===== src/rtl/uart_recv_if.sv =====
`default_nettype none
// +-------------------------------------------------------------------------+
// | uart_recv_if : serial line in, received byte/strobes out of uart_recv    |
// | rev 1.0                                                                   |
// +-------------------------------------------------------------------------+
interface uart_recv_if;
    logic       din;
    logic [7:0] data;
    logic       valid;
    logic       frame_err;
    logic       busy;

    // master: line driver and byte consumer; slave: the receiver itself
    modport master (output din, input data, valid, frame_err, busy);
    modport slave  (input din, output data, valid, frame_err, busy);
endinterface
`default_nettype wire


===== src/rtl/uart_recv.sv =====
`default_nettype none
// +-------------------------------------------------------------------------+
// | uart_recv : 8N1 UART receiver, single mid-bit sample, framing-error flag |
// | Option    : define UART_RECV_SYNC_EN for a 2-flop din synchronizer       |
// | rev 1.0                                                                   |
// +-------------------------------------------------------------------------+
module uart_recv #(
    parameter int CLKS_PER_BIT = 1
) (
    input wire        clk,
    input wire        rst,
    uart_recv_if.slave bus
);

    localparam logic [15:0] LAST = 16'(CLKS_PER_BIT - 1);
    localparam logic [15:0] HALF = 16'((CLKS_PER_BIT - 1) / 2);

    typedef enum logic [2:0] {
        S_IDLE  = 3'd0,
        S_START = 3'd1,
        S_DATA  = 3'd2,
        S_STOP  = 3'd3,
        S_BREAK = 3'd4
    } state_t;

    logic        rx;
    state_t      state;
    logic [15:0] cnt;
    logic [3:0]  idx;
    logic [7:0]  shreg;
    logic [7:0]  data_q;
    logic        valid_q;
    logic        err_q;
    logic        busy_q;
    logic        sample;
    logic [15:0] cnt_next;

`ifdef UART_RECV_SYNC_EN
    logic [1:0] sync;

    always_ff @(posedge clk or negedge rst) begin
        if (!rst) begin
            sync <= 2'b11;
        end else begin
            sync <= {sync[0], bus.din};
        end
    end

    assign rx = sync[1];
`else
    assign rx = bus.din;
`endif

    // cnt holds (cycles since start detection) mod CLKS_PER_BIT
    assign sample   = (cnt == HALF);
    assign cnt_next = (cnt == LAST) ? 16'd0 : cnt + 16'd1;

    always_ff @(posedge clk or negedge rst) begin
        if (!rst) begin
            state   <= S_IDLE;
            cnt     <= 16'd0;
            idx     <= 4'd0;
            shreg   <= 8'h00;
            data_q  <= 8'h00;
            valid_q <= 1'b0;
            err_q   <= 1'b0;
            busy_q  <= 1'b0;
        end else begin
            valid_q <= 1'b0;
            err_q   <= 1'b0;
            case (state)
                S_IDLE: begin
                    cnt    <= 16'd0;
                    idx    <= 4'd0;
                    busy_q <= 1'b0;
                    if (!rx) begin
                        cnt    <= (LAST == 16'd0) ? 16'd0 : 16'd1;
                        busy_q <= 1'b1;
                        // with a zero sample offset the detection edge is the start-bit check
                        if (HALF == 16'd0) begin
                            state <= S_DATA;
                            idx   <= 4'd1;
                        end else begin
                            state <= S_START;
                        end
                    end
                end
                S_START: begin
                    cnt <= cnt_next;
                    if (sample) begin
                        if (rx) begin
                            state  <= S_IDLE;
                            cnt    <= 16'd0;
                            busy_q <= 1'b0;
                        end else begin
                            state <= S_DATA;
                            idx   <= 4'd1;
                        end
                    end
                end
                S_DATA: begin
                    cnt <= cnt_next;
                    if (sample) begin
                        shreg <= {rx, shreg[7:1]};
                        idx   <= idx + 4'd1;
                        if (idx == 4'd8) begin
                            state <= S_STOP;
                        end
                    end
                end
                S_STOP: begin
                    cnt <= cnt_next;
                    if (sample) begin
                        cnt <= 16'd0;
                        idx <= 4'd0;
                        if (rx) begin
                            data_q  <= shreg;
                            valid_q <= 1'b1;
                            busy_q  <= 1'b0;
                            state   <= S_IDLE;
                        end else begin
                            err_q <= 1'b1;
                            state <= S_BREAK;
                        end
                    end
                end
                S_BREAK: begin
                    // hold off until the line is released so a long low is not re-read as starts
                    if (rx) begin
                        busy_q <= 1'b0;
                        state  <= S_IDLE;
                    end
                end
                default: begin
                    state  <= S_IDLE;
                    cnt    <= 16'd0;
                    idx    <= 4'd0;
                    busy_q <= 1'b0;
                end
            endcase
        end
    end

    assign bus.data      = data_q;
    assign bus.valid     = valid_q;
    assign bus.frame_err = err_q;
    assign bus.busy      = busy_q;

endmodule
`default_nettype wire


===== src/flat_wrapper.sv =====
// flat-port wrapper written by rule: the top's interface ports become plain ports
module uart_recv_flat 
#(
    parameter int CLKS_PER_BIT = 1
)
  (clk, rst, bus_din, bus_data, bus_valid, bus_frame_err, bus_busy);
  uart_recv_if bus_i ();
  input wire clk;
  input wire rst;
  input wire logic [$bits(bus_i.din)-1:0] bus_din;
  output wire logic [$bits(bus_i.data)-1:0] bus_data;
  output wire logic [$bits(bus_i.valid)-1:0] bus_valid;
  output wire logic [$bits(bus_i.frame_err)-1:0] bus_frame_err;
  output wire logic [$bits(bus_i.busy)-1:0] bus_busy;
  assign bus_i.din = bus_din;
  assign bus_data = bus_i.data;
  assign bus_valid = bus_i.valid;
  assign bus_frame_err = bus_i.frame_err;
  assign bus_busy = bus_i.busy;
  uart_recv #(.CLKS_PER_BIT(CLKS_PER_BIT)) u_core (.clk(clk), .rst(rst), .bus(bus_i));
endmodule

===== config.mk =====
export PLATFORM = sky130hd
export DESIGN_NAME = uart_recv_flat
export DESIGN_NICKNAME = d
export VERILOG_FILES = /design/src/rtl/uart_recv_if.sv /design/src/rtl/uart_recv.sv /design/src/flat_wrapper.sv
export SDC_FILE = /design/constraint.sdc
export NUM_CORES = 1
export LEC_CHECK = 0
export BUFFER_PORTS_ARGS = -buffer_cell sky130_fd_sc_hd__buf_2
export CORE_MARGIN = 10
export CORE_UTILIZATION = 59
export CTS_BUF_LIST = sky130_fd_sc_hd__clkbuf_16
export CTS_CLUSTER_DIAMETER = 30
export DETAILED_ROUTE_END_ITERATION = 7
export GPL_ROUTABILITY_DRIVEN = 1
export GPL_TIMING_DRIVEN = 1
export PLACE_DENSITY = 0.75
export SLEW_MARGIN = 20
export SYNTH_ARGS = -nofsm -noshare
export SYNTH_HDL_FRONTEND = slang
export SYNTH_SLANG_ARGS = --single-unit

===== constraint.sdc =====
create_clock -name clk -period 2.5 [get_ports clk]
set_clock_uncertainty 0.15 [all_clocks]
set_input_delay 0.75 -clock clk [delete_from_list [all_inputs] [get_ports clk]]
set_output_delay 0.75 -clock clk [all_outputs]
set_load 0.01 [all_outputs]

Yosys cells after proc, flatten, opt, wreduce, memory -nomap -nowiden --
Cells that the tools add are included. Widths: inputs -> output; s select.
Word-level totals: output and inout bits 11, word-level logic and storage cells 62, register bits after elaboration 42, input port bits 3
Operators by class: multiplexer cells 29, equality and inequality tests 13, bitwise logic cells 2, add/sub/neg operators 2, reductions and logical operators 8
Operators by type and width (number):
- $mux 16 | 4
- $pmux 16 s4 | 1
- $mux 3 | 7
- $pmux 4 s5 | 1
- $add 16x1->16 const B | 1
- $logic_not 16->1 | 1
- $mux 4 | 4
- $pmux 3 s5 | 1
- $ne 2x1->1 const B | 5
- $mux 1 | 9
- $eq 3x2->1 const B | 2
- $ne 2x2->1 const B | 3
- $reduce_and 6->1 | 1
- $reduce_and 5->1 | 1
- $add 4x1->4 const B | 1
- $eq 4x4->1 const B | 1
- $pmux 1 s4 | 1
- $reduce_and 2->1 | 2
- $eq 3x1->1 const B | 1
- $eq 3x3->1 const B | 1
- $logic_not 3->1 | 1
- $reduce_and 3->1 | 1
- $mux 2 | 1
- $not 1->1 | 2
- $reduce_or 2->1 | 1

Depth between registers and ports, before layout --
Gate-level depths: netlist of run 1.
depth in word-level cells 5, depth in mapped cells 8

Least setup slack after synthesis of run 1 --
No wires, ideal clock.
path kind flip-flop to flip-flop, start reg u_core.cnt[0], end reg u_core.data_q[0], in the netlist u_core.bus.data[0], arrival time 1.647 ns, buffers on the path 1, cell stages (with the launch flop) 8, required time 2.225 ns, slack 0.578 ns, cells stage by stage dfrtp_1 inv_1 ha_1 nor3b_1 and4_1 and4_1 buf_6 mux2_4
On the way: longest elaborated chain between the ends 2
Ends and longest elaborated chain:
- start, declared | line uart_recv.sv:28 | logic [15:0] cnt;
- start signal, assigned | line uart_recv.sv:77 | cnt <= (LAST == 16'd0) ? 16'd0 : 16'd1;
- start signal, assigned | line uart_recv.sv:89 | cnt <= cnt_next;
- start signal, assigned | line uart_recv.sv:102 | cnt <= cnt_next;
- $logic_not 16->1 | line uart_recv.sv:55 | assign sample = (cnt == HALF);
- $reduce_and 3->1 (no source line)
- end signal, assigned | line uart_recv.sv:117 | data_q <= shreg;
- end, declared | line uart_recv.sv:31 | logic [7:0] data_q;
No other way between the ends. A chain may end at the register's enable or synchronous reset.

Final worst setup path of run 1 --
start reg u_core.cnt[0], end reg u_core.data_q[6], in the netlist u_core.bus.data[6]
Same word-level chain as after synthesis.

==> results of run 1 <==
==> cells by family after synthesis <==
logic type               count (synthesis)  synth area share (%)
AND/OR/NAND/NOR                         70                  19.1
flip-flops                              42                  50.3
AO/OA/AOI/OAI                           27                  8.92
multiplexers                            18                  11.1
buffers and inverters                   13                  3.65
XOR/XNOR                                11                  4.61
adder cells (fa/ha/maj)                  4                  2.39
==> registers in the layout, indices dropped and copies added (netlist names) <==
register and flops:
u_core.bus.valid 1, u_core.bus.frame_err 1, u_core.shreg 8, u_core.state 3
u_core.cnt 16, u_core.bus.busy 1, u_core.idx 4, u_core.bus.data 8
==> synthesized netlist by cell type, drive strengths merged (2+ instances only) <==
master	n	area share (%)
and3	6	2.0
nor2	19	3.9
nand4	3	0.90
nor2b	3	0.90
o21ai	7	1.9
buf	8	2.8
dfrtp	42	50
xnor2	4	1.7
nand2	13	2.3
and2	2	0.60
a31oi	3	0.90
a21oi	5	1.2
xor2	7	2.9
o21bai	2	0.72
mux2	17	11
nand3	6	1.4
nor3b	3	1.1
nand2b	2	0.60
inv	5	0.90
ha	4	2.4
nor4	3	1.5
and4	5	2.2
nor3	2	0.48
==> cell type report <==
class | instances | area [um^2] | share of cell area [%]
inverters | 5 | 18.8 | 0.790
well taps | 46 | 57.6 | 2.42
multi-input cells | 130 | 963 | 40.6
flip-flops and latches | 42 | 1050 | 44.3
clock buffers | 5 | 125 | 5.27
repair buffers | 17 | 95.1 | 4.00
clock inverters | 3 | 63.8 | 2.69
==> metrics by stage <==
| stage | area, um^2 | util (%) | std cells |
|---|---|---|---|
| 2_1_floorplan | 2090 | - | 185 |
| 3_3_place_gp | 2190 | 64.5 | 240 |
| 3_5_place_dp | 2190 | 64.5 | 240 |
| 4_1_cts | 2370 | 70.1 | 248 |
| 5_1_grt | 2370 | 70.1 | 248 |
| 6_report | 2370 | 70.1 | 248 |
==> placed cells by master, fill, tap and decap left out, types with 6 or more instances in the layout <==
cell,netlist,layout
dfrtp_1,42,42
o21ai_0,6,6
nand2_1,13,13
nand3_1,6,6
buf_2,4,13
mux2_2,9,9
nor2_1,17,17
mux2_4,8,8
xor2_1,7,7
==> report_power, final <==
part	total (mW)	internal (mW)	switching, mW
Clock	0.817	0.568	0.249
Combinational	0.740	0.412	0.328
Sequential	1.04	0.870	0.166
Total	2.59	1.85	0.743
==> layer usage <==
metal  routed length, um  track usage, %  up-vias  part of all wire (%)
met3                 164            4.28        6                   4.0
met5                   0               0        -                     0
met2                1990            21.9       31                    49
li1                    -               -      690                     -
met4                  50            4.66        0                   1.2
met1                1880            17.8      720                    46
==> worst min-delay path by stage <==
stage	endpoint	slack (ns)	cells past startpoint
3_3_place_gp	u_core.bus.data[0]	0.34	1
2_1_floorplan	u_core.bus.busy	0.30	0
4_1_cts	u_core.bus.data[2]	0.36	1
6_report	u_core.bus.data[1]	0.36	1
5_1_grt	u_core.bus.data[5]	0.38	1
3_5_place_dp	u_core.bus.data[2]	0.35	1
==> results.py, run 1 <==
metrics = {
    "sta": {
        "slew_violations": 0,
        "maxSlewHeadroom_pct": 64.9,
        "finalSetupViolations": 0,
        "fin_crit_sh_pct": 91.7,
        "setup_slack_ns": 0.208,
        "fmax_mhz": 436,
        "fin_setup_tns_ns": 0,
        "hold_ws_ns": 0.363,
        "rsz0062_at_grt": "no",
        "worst_pin_slew_ns": 0.526,
        "final-hold-violation-count": 0,
        "post-route-min-period_ns": 2.29,
    },
    "synthesis": {
        "postSynthAreaPerCell_um2": 11.3,
        "netlist_area_um2": 2090,
        "ys_ff_latch": 42,
        "seq_area_frac_synth_pct": 50.3,
        "synth_fp_nets": 192,
        "ys_types": 46,
        "synth_edf_count": 0,
        "synthArstFlopShare_pct": 100,
        "postSynthCellCount": 185,
        "synth_ff_type": "dfrtp_1",
        "yosys_warnings": 0,
    },
    "critical_path": {
        "cp_num_buf_inv": 1,
        "reg2reg_to": "u_core.bus.data[6]",
        "crit_type": "flop to flop",
        "start_kind": "flop",
        "required_ns": 2.51,
        "rrSetupSlack_ns": 0.21,
        "cp.arrival_ns": 2.31,
        "r2r-start": "u_core.cnt[0]",
        "end_kind": "flop",
        "reg2reg_depth": 6,
        "crit_family": "simple AND/OR/NAND/NOR gates",
        "critPathMaxStageDelay_ns": 0.54,
        "cp_max_fo": 9,
        "slowest_stage": "and4_1",
        "cp-endpoint": "u_core.bus.data[6]",
        "startpoint": "u_core.cnt[0]",
        "cp_cell_sequence": "inv_1, ha_1, nor3b_1, and4_1, and4_1, mux2_4",
        "crit_top_cell": "and4_1",
        "path_depth": 6,
    },
    "floorplanning": {
        "io_pins": 14,
        "start_util_pct": 61.7,
        "die_width_um": 79.5,
        "core_area_um2": 3390,
        "die_height_um": 79.5,
        "rows": 21,
        "die_area_um2": 6330,
    },
    "clock_tree": {
        "htree_levels": 2,
        "postCtsSetupRepairBufs": 0,
        "cts_buffer_depth": 2,
        "cts_tree": "built",
        "clkLatencyLatePin_ns": 0.28,
        "cts-root-buf": "clkbuf_16",
        "cts_buffers": 5,
        "clk_pin_slew_ns": 0.06,
        "cts.sinks": 42,
        "cts-resized-gates": 0,
        "cts_hold_buf": 0,
    },
    "routing": {
        "drc": 0,
        "drtIter0Drc": 46,
        "ant_nets": 0,
        "post_drt_wl_per_cell_um": 16.5,
        "via_per_inst": 5.83,
        "routed_wl_mm": 4.09,
        "vias": 1447,
        "drt_pass1_iterations": 4,
    },
    "layout": {
        "nets": 208,
        "nFillCells": 244,
        "drive_gt1_share_pct": 24.8,
        "area_growth_pct": 13.6,
        "n_antenna_cell": 0,
    },
    "run_status": {
        "status": "finished, final reports clean",
    },
    "global_routing": {
        "grt_max_degree": 43,
        "grt_pass1_vias": 1382,
        "overflow": 0,
        "grt.total_usage_pct": 14.0,
        "grt_pass1_wl_mm": 7.12,
        "antenna_found_initial": 0,
    },
    "job": {
        "drv_cap": 0,
    },
    "worst_hold_path": {
        "hold_class": "flop to flop",
        "min_from": "u_core.bus.data[1]",
    },
    "power": {
        "p_leak_nw": 1.08,
        "ir_drop_mv": 0.824,
        "power_mw": 2.59,
        "p_per_area_nw_per_um2": 1090,
    },
    "place": {
        "place_ws_ns": 0.235,
        "port_buffers": 13,
        "place.gp.congestion": 0.905,
        "dp_hpwl_mm": 2.86,
    },
}
Note: power is estimated with default switching activity, not from simulation.
==> run 2, diff against run 1 <==
--- a/config.mk
+++ b/config.mk
@@ -12,7 +12,7 @@
 export CTS_CLUSTER_DIAMETER = 30
 export DETAILED_ROUTE_END_ITERATION = 7
 export GPL_ROUTABILITY_DRIVEN = 1
-export GPL_TIMING_DRIVEN = 1
+export GPL_TIMING_DRIVEN = 0
 export PLACE_DENSITY = 0.75
 export SLEW_MARGIN = 20
 export SYNTH_ARGS = -nofsm -noshare
==> constraint.sdc (replaced) <==
create_clock -name clk -period 2.5 [get_ports clk]
set_clock_uncertainty 0.15 [all_clocks]
set_input_delay 0.25 -clock clk [delete_from_list [all_inputs] [get_ports clk]]
set_output_delay 0.25 -clock clk [all_outputs]
set_load 0.01 [all_outputs]
==> results.py, run 2 (synthesis gave the netlist of run 1 again) <==
metrics = {
    "worst_hold_path": {
        "min_from": "bus_din",
        "holdPathEnd": "u_core.state[2]",
        "min_path_cells": 2,
        "hold_class": "input port to flop",
    },
    "layout": {
        "final_cell_mix": "dfrtp_1 (42), nor2_1 (17), buf_2 (16), nand2_1 (13), mux2_2 (9)",
        "drive_gt1_share_pct": 25.2,
        "area_growth_pct": 13.9,
        "largest_reg_flops": 16,
        "nets": 212,
        "final_common_cell": "dfrtp_1",
        "n_antenna_cell": 0,
        "nFillCells": 236,
        "top_register": "u_core.cnt",
        "stdcell_count": 252,
    },
    "critical_path": {
        "crit_type": "flop to flop",
        "start_kind": "flop",
        "required_ns": 2.51,
        "reg2reg_to": "u_core.bus.data[1]",
        "r2r-start": "u_core.cnt[0]",
        "cp_max_fo": 9,
        "crit_family": "simple AND/OR/NAND/NOR gates",
        "slowest_stage": "dfrtp_1",
        "cp_cell_sequence": "inv_1, ha_1, nor3b_1, and4_1, and4_1, buf_6, mux2_4",
        "critPathMaxStageDelay_ns": 0.39,
        "cp_num_buf_inv": 2,
        "cp.arrival_ns": 2.14,
        "crit_top_cell": "and4_1",
        "rrSetupSlack_ns": 0.37,
        "reg2reg_depth": 7,
        "path_depth": 7,
        "end_kind": "flop",
    },
    "clock_tree": {
        "htree_levels": 2,
        "cts_hold_buf": 1,
        "cts-resized-gates": 0,
        "clkLatencyLatePin_ns": 0.28,
        "cts_buffers": 5,
        "postCtsSetupRepairBufs": 0,
        "cts-root-buf": "clkbuf_16",
        "cts_buffer_depth": 2,
        "clk_pin_slew_ns": 0.06,
        "cts_tree": "built",
        "cts.sinks": 42,
    },
    "routing": {
        "via_per_inst": 5.89,
        "drc": 0,
        "vias": 1485,
        "drtIter0Drc": 80,
        "ant_nets": 0,
        "post_drt_wl_per_cell_um": 16.1,
        "routed_wl_mm": 4.05,
        "drt_pass1_iterations": 4,
    },
    "sta": {
        "rsz0062_at_grt": "no",
        "fmax_mhz": 470,
        "maxSlewHeadroom_pct": 38.2,
        "fin_crit_sh_pct": 85.1,
        "finalSetupViolations": 0,
        "fin_setup_tns_ns": 0,
        "slew_violations": 0,
        "hold_ws_ns": 0.106,
        "worst_pin_slew_ns": 0.927,
        "final-hold-violation-count": 0,
        "post-route-min-period_ns": 2.13,
        "setup_slack_ns": 0.374,
    },
    "global_routing": {
        "overflow": 0,
        "met2_usage_pct": 21.8,
        "grt_pass1_vias": 1472,
        "grt.total_usage_pct": 13.4,
        "use_met1_pct": 16.1,
        "grt-busiest-layer": "met2",
        "grt_pass1_wl_mm": 6.89,
        "antenna_found_initial": 0,
        "grt_util_met3_pct": 5.07,
        "grt_max_degree": 43,
    },
    "floorplanning": {
        "io_pins": 14,
        "core_area_um2": 3390,
        "start_util_pct": 61.7,
        "die_height_um": 79.5,
        "rows": 21,
        "die_area_um2": 6330,
        "die_width_um": 79.5,
    },
    "place": {
        "dpl.cell_count": 243,
        "place_ws_ns": 0.366,
        "dp_hpwl_mm": 2.88,
        "port_buffers": 12,
        "place.gp.congestion": 0.836,
    },
    "power": {
        "power_mw": 2.51,
        "p_leak_nw": 1.09,
        "ir_drop_mv": 0.630,
        "p_per_area_nw_per_um2": 1050,
    },
    "job": {
        "drv_cap": 0,
    },
    "run_status": {
        "status": "finished, final reports clean",
    },
}
-- run 2: cell count changes in the layout (fill, tap and decap cells not counted) --
| cell | previous run | this run |
|---|---|---|
| buf_2 | 13 | 16 |
| buf_4 | 4 | 2 |
| clkinv_1 | 1 | 0 |
| inv_1 | 5 | 7 |
| dlygate4sd3_1 | 0 | 1 |
| buf_6 | 0 | 2 |
| bufinv_16 | 2 | 1 |
-- run 2: how the worst max path moves through the flow --
stage,startpoint,endpoint,slack [ns]
after global placement,u_core.cnt[0],u_core.bus.data[7],0.40
after CTS,u_core.cnt[0],u_core.bus.data[1],0.35
after global routing,u_core.cnt[0],u_core.shreg[1],0.22
after floorplan,u_core.cnt[0],u_core.bus.data[0],0.58
final,u_core.cnt[0],u_core.bus.data[1],0.37
after detailed placement,u_core.cnt[0],u_core.shreg[4],0.37
-- run 2: through the flow --
stage,util (%),area (um^2)
after floorplan,-,2090
after global placement,65.2,2210
after detailed placement,65.2,2210
after CTS,70.2,2380
after global routing,70.2,2380
final,70.2,2380
-- run 2: routing by layer --
layer  vias to the layer above  share of wire [%]
met4                         0                1.1
met1                       738                 45
met3                         9                5.4
met5                         -                  0
met2                        37                 49
li1                        701                  -
-- run 2: where the power goes --
part | leakage [nW] | internal, mW | switching, mW
Combinational | 0.467 | 0.428 | 0.374
Sequential | 0.542 | 0.870 | 0.134
Clock | 0.0864 | 0.463 | 0.242
Total | 1.09 | 1.76 | 0.750
-- run 2: final cells by class --
type / instances / area, um^2 / area share (%)
clock buffer: 5 / 125 / 5.25
clock inverter: 3 / 37.5 / 1.58
buffer: 8 / 57.6 / 2.42
sequential: 42 / 1050 / 44.1
inverter: 5 / 18.8 / 0.788
tap: 46 / 57.6 / 2.42
multi-input combinational: 130 / 963 / 40.5
timing repair buffer: 13 / 70.1 / 2.94
